<file path="src/rtl/mul_booth_seq.sv">
// mul_booth_seq: iterative radix-4 Booth multiply/accumulate, 32x32(+64) -> 64, one Booth digit per cycle.
module mul_booth_seq (
  input  logic        i_clk,
  input  logic        i_rst_n,
  input  logic        i_start,
  input  logic        i_flush,
  input  logic        i_signed_op,
  input  logic        i_acc_en,
  input  logic [31:0] i_a,
  input  logic [31:0] i_b,
  input  logic [63:0] i_acc_in,
  output logic        o_busy,
  output logic        o_done,
  output logic [63:0] o_result
);
  typedef enum logic [1:0] {IDLE, RUN, DONE} state_t;
  state_t      r_state, w_next;
  logic [4:0]  r_i;
  logic [33:0] r_a;
  logic [34:0] r_b;
  logic [67:0] r_acc, w_term, w_acc_next;
  logic [63:0] r_result;
  logic [2:0]  w_d;
  logic [33:0] w_p;
  logic        w_c, w_accept, w_last;
  always_comb begin
    w_accept   = i_start & ~i_flush & (r_state != RUN);
    w_last     = r_i == 5'd16;
    w_d        = r_b[{r_i, 1'b0} +: 3];
    w_p        = (w_d == 3'b000 || w_d == 3'b111) ? '0 :
                 (w_d == 3'b001 || w_d == 3'b010) ? r_a :
                 (w_d == 3'b011) ? {r_a[32:0], 1'b0} :
                 (w_d == 3'b100) ? {~r_a[32:0], 1'b1} : ~r_a;
    w_c        = w_d[2] & ~&w_d[1:0];
    w_term     = ({{34{w_p[33]}}, w_p} + 68'(w_c)) << {r_i, 1'b0};
    w_acc_next = r_acc + w_term;
    w_next     = (r_state == RUN) ? (i_flush ? IDLE : (w_last ? DONE : RUN)) :
                 (w_accept ? RUN : IDLE);
  end
  always_ff @(posedge i_clk or negedge i_rst_n) begin
    if (!i_rst_n) begin
      r_state  <= IDLE;
      r_i      <= '0;
      r_a      <= '0;
      r_b      <= '0;
      r_acc    <= '0;
      r_result <= '0;
    end else begin
      r_state <= w_next;
      if (w_accept) begin
        r_a   <= {{2{i_a[31] & i_signed_op}}, i_a};
        r_b   <= {{2{i_b[31] & i_signed_op}}, i_b, 1'b0};
        r_acc <= i_acc_en ? {{4{i_acc_in[63] & i_signed_op}}, i_acc_in} : '0;
        r_i   <= '0;
      end else if (r_state == RUN) begin
        r_acc <= w_acc_next;
        r_i   <= w_last ? 5'd0 : r_i + 5'd1;
        if (w_last && !i_flush) r_result <= w_acc_next[63:0];
      end
    end
  end
  assign o_busy   = r_state == RUN;
  assign o_done   = r_state == DONE;
  assign o_result = r_result;
endmodule

</file>
<file path="config.mk">
export PLATFORM = sky130hd
export DESIGN_NAME = mul_booth_seq
export DESIGN_NICKNAME = d
export VERILOG_FILES = /design/src/rtl/mul_booth_seq.sv
export SDC_FILE = /design/constraint.sdc
export NUM_CORES = 1
export LEC_CHECK = 0
export CAP_MARGIN = 20
export CORE_UTILIZATION = 40
export DETAILED_ROUTE_END_ITERATION = 8
export HOLD_SLACK_MARGIN = 0.03
export SETUP_SLACK_MARGIN = 0.4
export SYNTH_ARGS = -nofsm -noshare
export SYNTH_HDL_FRONTEND = slang
export SYNTH_SLANG_ARGS = --single-unit
</file>
<file path="constraint.sdc">
create_clock -name i_clk -period 24 [get_ports i_clk]
set_input_delay 4.8 -clock i_clk [delete_from_list [all_inputs] [get_ports i_clk]]
set_output_delay 4.8 -clock i_clk [all_outputs]
set_load 0.01 [all_outputs]
</file>
# --- Word-level counts from Yosys, hierarchy flattened ---
# Cells that the tools add are included.
totals:
  input_bits: 134
  memories: 0
  romBits: 0
  ramBits: 0
  latchBits: 0
  word_cells: 53
  regBits: 205
op_classes:
  muxes: 14
  shift: 2
  n_reduce_logical: 9
  n_div: 0
  mul: 0
  n_addsub: 3
  eq_ne: 9
  n_lt_le_gt_ge: 0
  bitwise: 10
op_table:
  columns: ["operator", "count"]
  rows:
  - ["two-way mux 68 bit", 3]
  - ["two-way mux 34 bit", 4]
  - ["adder 68 bit", 1]
  - ["left shift 68 x 6 -> 68 bit", 1]
  - ["adder 34 x 2 -> 35 bit", 1]
  - ["variable part select 35 x 7 -> 3 bit", 1]
  - ["NOT 34 bit", 1]
  - ["NOT 33 bit", 1]
  - ["two-way mux 5 bit", 3]
  - ["AND 1 bit", 6]
  - ["equality test 3 x 2 -> 1 bit (second input constant)", 2]
  - ["equality test 3 bit (second input constant)", 2]
  - ["two-way mux 2 bit", 3]
  - ["adder 5 x 1 -> 5 bit (second input constant)", 1]
  - ["equality test 5 bit (second input constant)", 1]
  - ["equality test 3 x 1 -> 1 bit (second input constant)", 1]
  - ["logical NOT 3 bit", 1]
  - ["AND reduction 3 bit", 1]
  - ["equality test 2 x 1 -> 1 bit (second input constant)", 1]
  - ["equality test 2 bit (second input constant)", 1]
  - ["logical NOT 1 bit", 2]
  - ["logical OR 1 bit", 2]
  - ["!= test 2 x 1 -> 1 bit (second input constant)", 1]
  - ["NOT 1 bit", 2]
  - ["other kinds (4)", 4]

# --- Logic depth before layout (Yosys ltp) ---
logic_depth:
  word_depth: 11
  mapped_depth: 44
  ltp_nobuf: 37

# --- Least setup slack after synthesis ---
# Ideal clock, no wire load.
synth_path:
  path_type: "reg-to-reg"
  from: "register r_i[0]"
  to: "register r_acc[63]"
  path_buffers: 6
  stages_incl_launch_ff: 42
  path_slack_ps: 15714
  arrival_time_ps: 8220
  cell_sequence: "dfrtp_1 buf_4 mux4_2 mux2_2 nand3_1 a21o_1 buf_2 buf_1 and2_1 clkbuf_1 a31oi_1 o32ai_1 ha_1 ha_1 inv_1 a31oi_1 and3_1 clkbuf_1 (+6 left out) a21oi_1 or2_1 a21oi_1 ha_1 clkbuf_1 a21oi_1 o21a_1 o31a_1 a31oi_1 o21ai_0 a21oi_1 nor2_1 a21oi_1 a311o_1 nand2_1 or3_1 o311a_1 nand2_1"
synth_via:
  elab_chain_len: 11
synth_rtl:
  columns: ["element", "line_no", "text"]
  rows:
  - ["start, declared", "18", "logic [4:0] r_i;"]
  - ["start signal, assigned", "57", "r_i <= w_last ? 5'd0 : r_i + 5'd1;"]
  - ["variable part select 35 x 7 -> 3 bit", "29", "w_d = r_b[{r_i, 1'b0} +: 3];"]
  - ["equality test 3 bit", "33", "(w_d == 3'b100) ? {~r_a[32:0], 1'b1} : ~r_a;"]
  - ["two-way mux 34 bit", "33", null]
  - ["two-way mux 34 bit", "32", "(w_d == 3'b011) ? {r_a[32:0], 1'b0} :"]
  - ["two-way mux 34 bit", "31", "(w_d == 3'b001 || w_d == 3'b010) ? r_a :"]
  - ["two-way mux 34 bit", "30", "w_p = (w_d == 3'b000 || w_d == 3'b111) ? '0 :"]
  - ["adder 34 x 2 -> 35 bit", "35", "w_term = ({{34{w_p[33]}}, w_p} + 68'(w_c)) << {r_i, 1'b0};"]
  - ["left shift 68 x 6 -> 68 bit *", "35", null]
  - ["adder 68 bit *", "36", "w_acc_next = r_acc + w_term;"]
  - ["two-way mux 68 bit *", "55", "end else if (r_state == RUN) begin"]
  - ["two-way mux 68 bit *", "50", "if (w_accept) begin"]
  - ["end signal, assigned", "53", "r_acc <= i_acc_en ? {{4{i_acc_in[63] & i_signed_op}}, i_acc_in} : '0;"]
  - ["end signal, assigned", "56", "r_acc <= w_acc_next;"]
  - ["end, declared", "21", "logic [67:0] r_acc, w_term, w_acc_next;"]
# Mark *: on every way between the ends. The rest lies on a longest branch, timed or not. The select of a mux whose other input is x is not followed.
# A chain may end at the register's enable or synchronous reset.

# --- Worst setup path in the final report ---
# Ends and elaborated chain as after synthesis.

==> impl_results.md <==
- Most used cell, CP: a21oi_1
- Min cycle time layout: 10,300 ps
- R2R setup slack: 13,700 ps
- Vias per cell: 5.98
- Final setup viols: 0
- Cell Rows: 74
- Top cells by count, synth: nand2_1 (366), dfrtp_1 (201), o21ai_0 (177)
- Grt met2 use: 41.4%
- Mean area per synthesized cell: 7.77 um2
- Synth area leaders: dfrtp_1 (30%), nand2_1 (8.3%), o21ai_0 (5.3%)
- Count leader, synth: nand2_1
- Yosys cell types: 96
- Routability Congestion: 0.933
- Synth warn: 0
- Initial DRC Count: 1,297
- Routed wire length: 56,000 um
- Clk buf depth: 3
- DRT antenna net count: 0
- Pre-CTS setup slack: 13,900 ps
- Routed vias: 16,600
- Core area: 40,900 um2
- CP max-delay cell: mux4_2
- Final WS setup: 13,700 ps
- Post-synth ARST share: 100%
- Met1 global-route usage: 36.9%
- GRT busiest layer: met2
- Worst Clk Skew: 12.2 ps
- CTS clk-pin slew, worst paths: 60 ps
- Yosys top cell area share: 30.2%
- Number of diodes: 0
- Ports: 200
- Cts repair resizes: 0
- Critical Path RT: 24,480 ps
- Pin count of the biggest net entering global routing: 82
- CP endpoint kind: register
- Reg-to-Reg Start: r_i[0]$_DFFE_PN0P_
- Detailed Place HPWL: 41,600 um
- Post-synthesis sequential area ratio: 30.2%
- Die H: 206 um
- Max-Cap Viols: 0
- Met3 Track Usage GR: 3.86%
- Fraction of layout cells with a size suffix above 1: 6.57%
- Crit. Startpoint: r_i[0]$_DFFE_PN0P_
- RSZ-0062 raised after global routing: no
- Clock Root Buffer: clkbuf_16
- CTS Hold Bufs: 0
- Type of origin of the critical path: register
- Mapped Area: 16,600 um2
- Die width: 206 um
- Core Util, Final: 48.2%
- Drt wl/cell: 20.1 um
- End of the worst register-to-register path: r_acc[63]$_DFFE_PN0P_
- Total GRT Usage: 26.1%
- Worst-Skew Late Latency: 540 ps
- Synthesized flop and latch total: 201
- CTS tree: built
- Vias in the first global route: 15,900
- H-tree levels: 1
- DRC viols: 0
- Worst setup path end: r_acc[63]$_DFFE_PN0P_
- F_max: 97.1 MHz
- Cts bufs inserted: 23
- Slew Limit Fails: 0
- Fillers: 4,066
- Final Net Count: 2,437
- DR pass1 iterations: 6
- Cells after Synth: 2,139
- Worst-case reg-to-reg path depth: 37
- Fin crit share: 42.9%
- Crit path kind: reg2reg
- Clock sink count: 201
- Die area: 42,400 um2
- Worst-path maximum fanout: 43
- Area leader, netlist: dfrtp_1
- Top FF cell, synth: dfrtp_1
- EDFF count, synth: 0
- Crit-path max cell delay: 570 ps
- Final setup TNS: 0 ps
- Initial Util: 40.6%
- Outcome: finished, final reports clean
- Hold path depth: 2
- Worst slew pin tran: 1030 ps
- First-pass GRT wire length: 88,000 um
- Grt total ovfl: 0
- Hold Vio Cnt, Final: 0
- Hold Path Class: reg2reg
- Synthesized net count: 2,341
- Initial antenna violation count: 0
- Slew margin rel.: 31.4%
- Setup repair bufs after CTS: 0
- CP arrival: 10,770 ps
- Area grow syn2layout: 18.6%
- I/O Buffers: 199
[how the worst min path moves through the flow]
stage                        start                   to  slack [ps]
2_1_floorplan  r_b[21]$_DFFE_PN0P_  r_b[21]$_DFFE_PN0P_         440
3_3_place_gp   r_b[11]$_DFFE_PN0P_  r_b[11]$_DFFE_PN0P_         460
3_5_place_dp   r_b[21]$_DFFE_PN0P_  r_b[21]$_DFFE_PN0P_         460
4_1_cts        r_b[21]$_DFFE_PN0P_  r_b[21]$_DFFE_PN0P_         480
5_1_grt         r_b[3]$_DFFE_PN0P_   r_b[3]$_DFFE_PN0P_         490
6_report        r_b[3]$_DFFE_PN0P_   r_b[3]$_DFFE_PN0P_         480
[layout by cell type (no fill, tap or decap), types with 7 or more instances in the layout]
master / count
and2_1: 11
o21a_1: 12
a211oi_1: 57
ha_1: 67
a32oi_1: 16
o22ai_1: 14
or3_1: 15
a22oi_1: 19
clkdlybuf4s50_1: 197
nor2b_1: 19
mux2i_1: 52
xor2_1: 27
a311oi_1: 8
mux4_2: 11
a21boi_0: 7
buf_4: 28
nor2_1: 157
o211ai_1: 31
nand2_1: 365
o2111ai_1: 7
mux2_2: 22
xnor2_1: 54
a21o_1: 32
nand3_1: 81
nand2b_1: 20
and3_1: 56
o21bai_1: 8
nand4_1: 25
nor3_1: 23
or2_2: 12
inv_1: 41
a221oi_1: 10
a21oi_1: 167
a31oi_1: 41
o21ai_0: 177
clkbuf_16: 23
a211o_1: 7
dfrtp_1: 198
a221o_1: 7
[per-stage QoR]
stage | instances | area, um2 | hold WS (ps)
after detailed placement | 2742 | 18900 | 461
after global routing | 2784 | 19700 | 488
after CTS | 2784 | 19700 | 477
after global placement | 2742 | 18900 | 458
final | 2784 | 19700 | 475
after floorplan | 2139 | 16600 | 440
[area by class of cell]
class,instances,area [um2],area share [%]
flip-flops and latches,201,5030,25.5
multi-input cells,1738,10800,54.9
clock inverters,14,208,1.05
repair buffers,227,2200,11.2
inverters,44,165,0.838
clock buffers,28,624,3.17
well taps,532,666,3.38
[flip-flops by register name, summed over array words and instances, names as in the netlist]
name and cells:
o_result 64, r_a 33, r_acc 64, r_b 33, r_i 5, r_state 2
[worst max-delay path: cells and delay by family, from the launching register on]
kind / cells / cell delay (ps)
adder cells (fa/ha/maj): 3 / 890
AND/OR/NAND/NOR: 10 / 2380
AO/OA/AOI/OAI: 18 / 4590
buffers and inverters: 3 / 800
flip-flops: 1 / 490
XOR/XNOR: 1 / 180
multiplexers: 2 / 870
[kinds of logic after synthesis]
kind of cell | after synthesis | synth area share, %
AND/OR/NAND/NOR | 822 | 22.8
multiplexers | 86 | 6.18
flip-flops | 201 | 30.2
adder cells (fa/ha/maj) | 68 | 5.16
XOR/XNOR | 83 | 4.50
AO/OA/AOI/OAI | 679 | 26.2
buffers and inverters | 200 | 4.85
[per-layer routing]
layer  up-vias  wire length, um
met1      8002            25900
met4         0             1310
li1       7987                -
met3        80             3610
met5         -                0
met2       573            25200
Power is left out: the tool's default activity adds up to more than one toggle a clock period on the data nets, which glitch-free logic cannot reach.
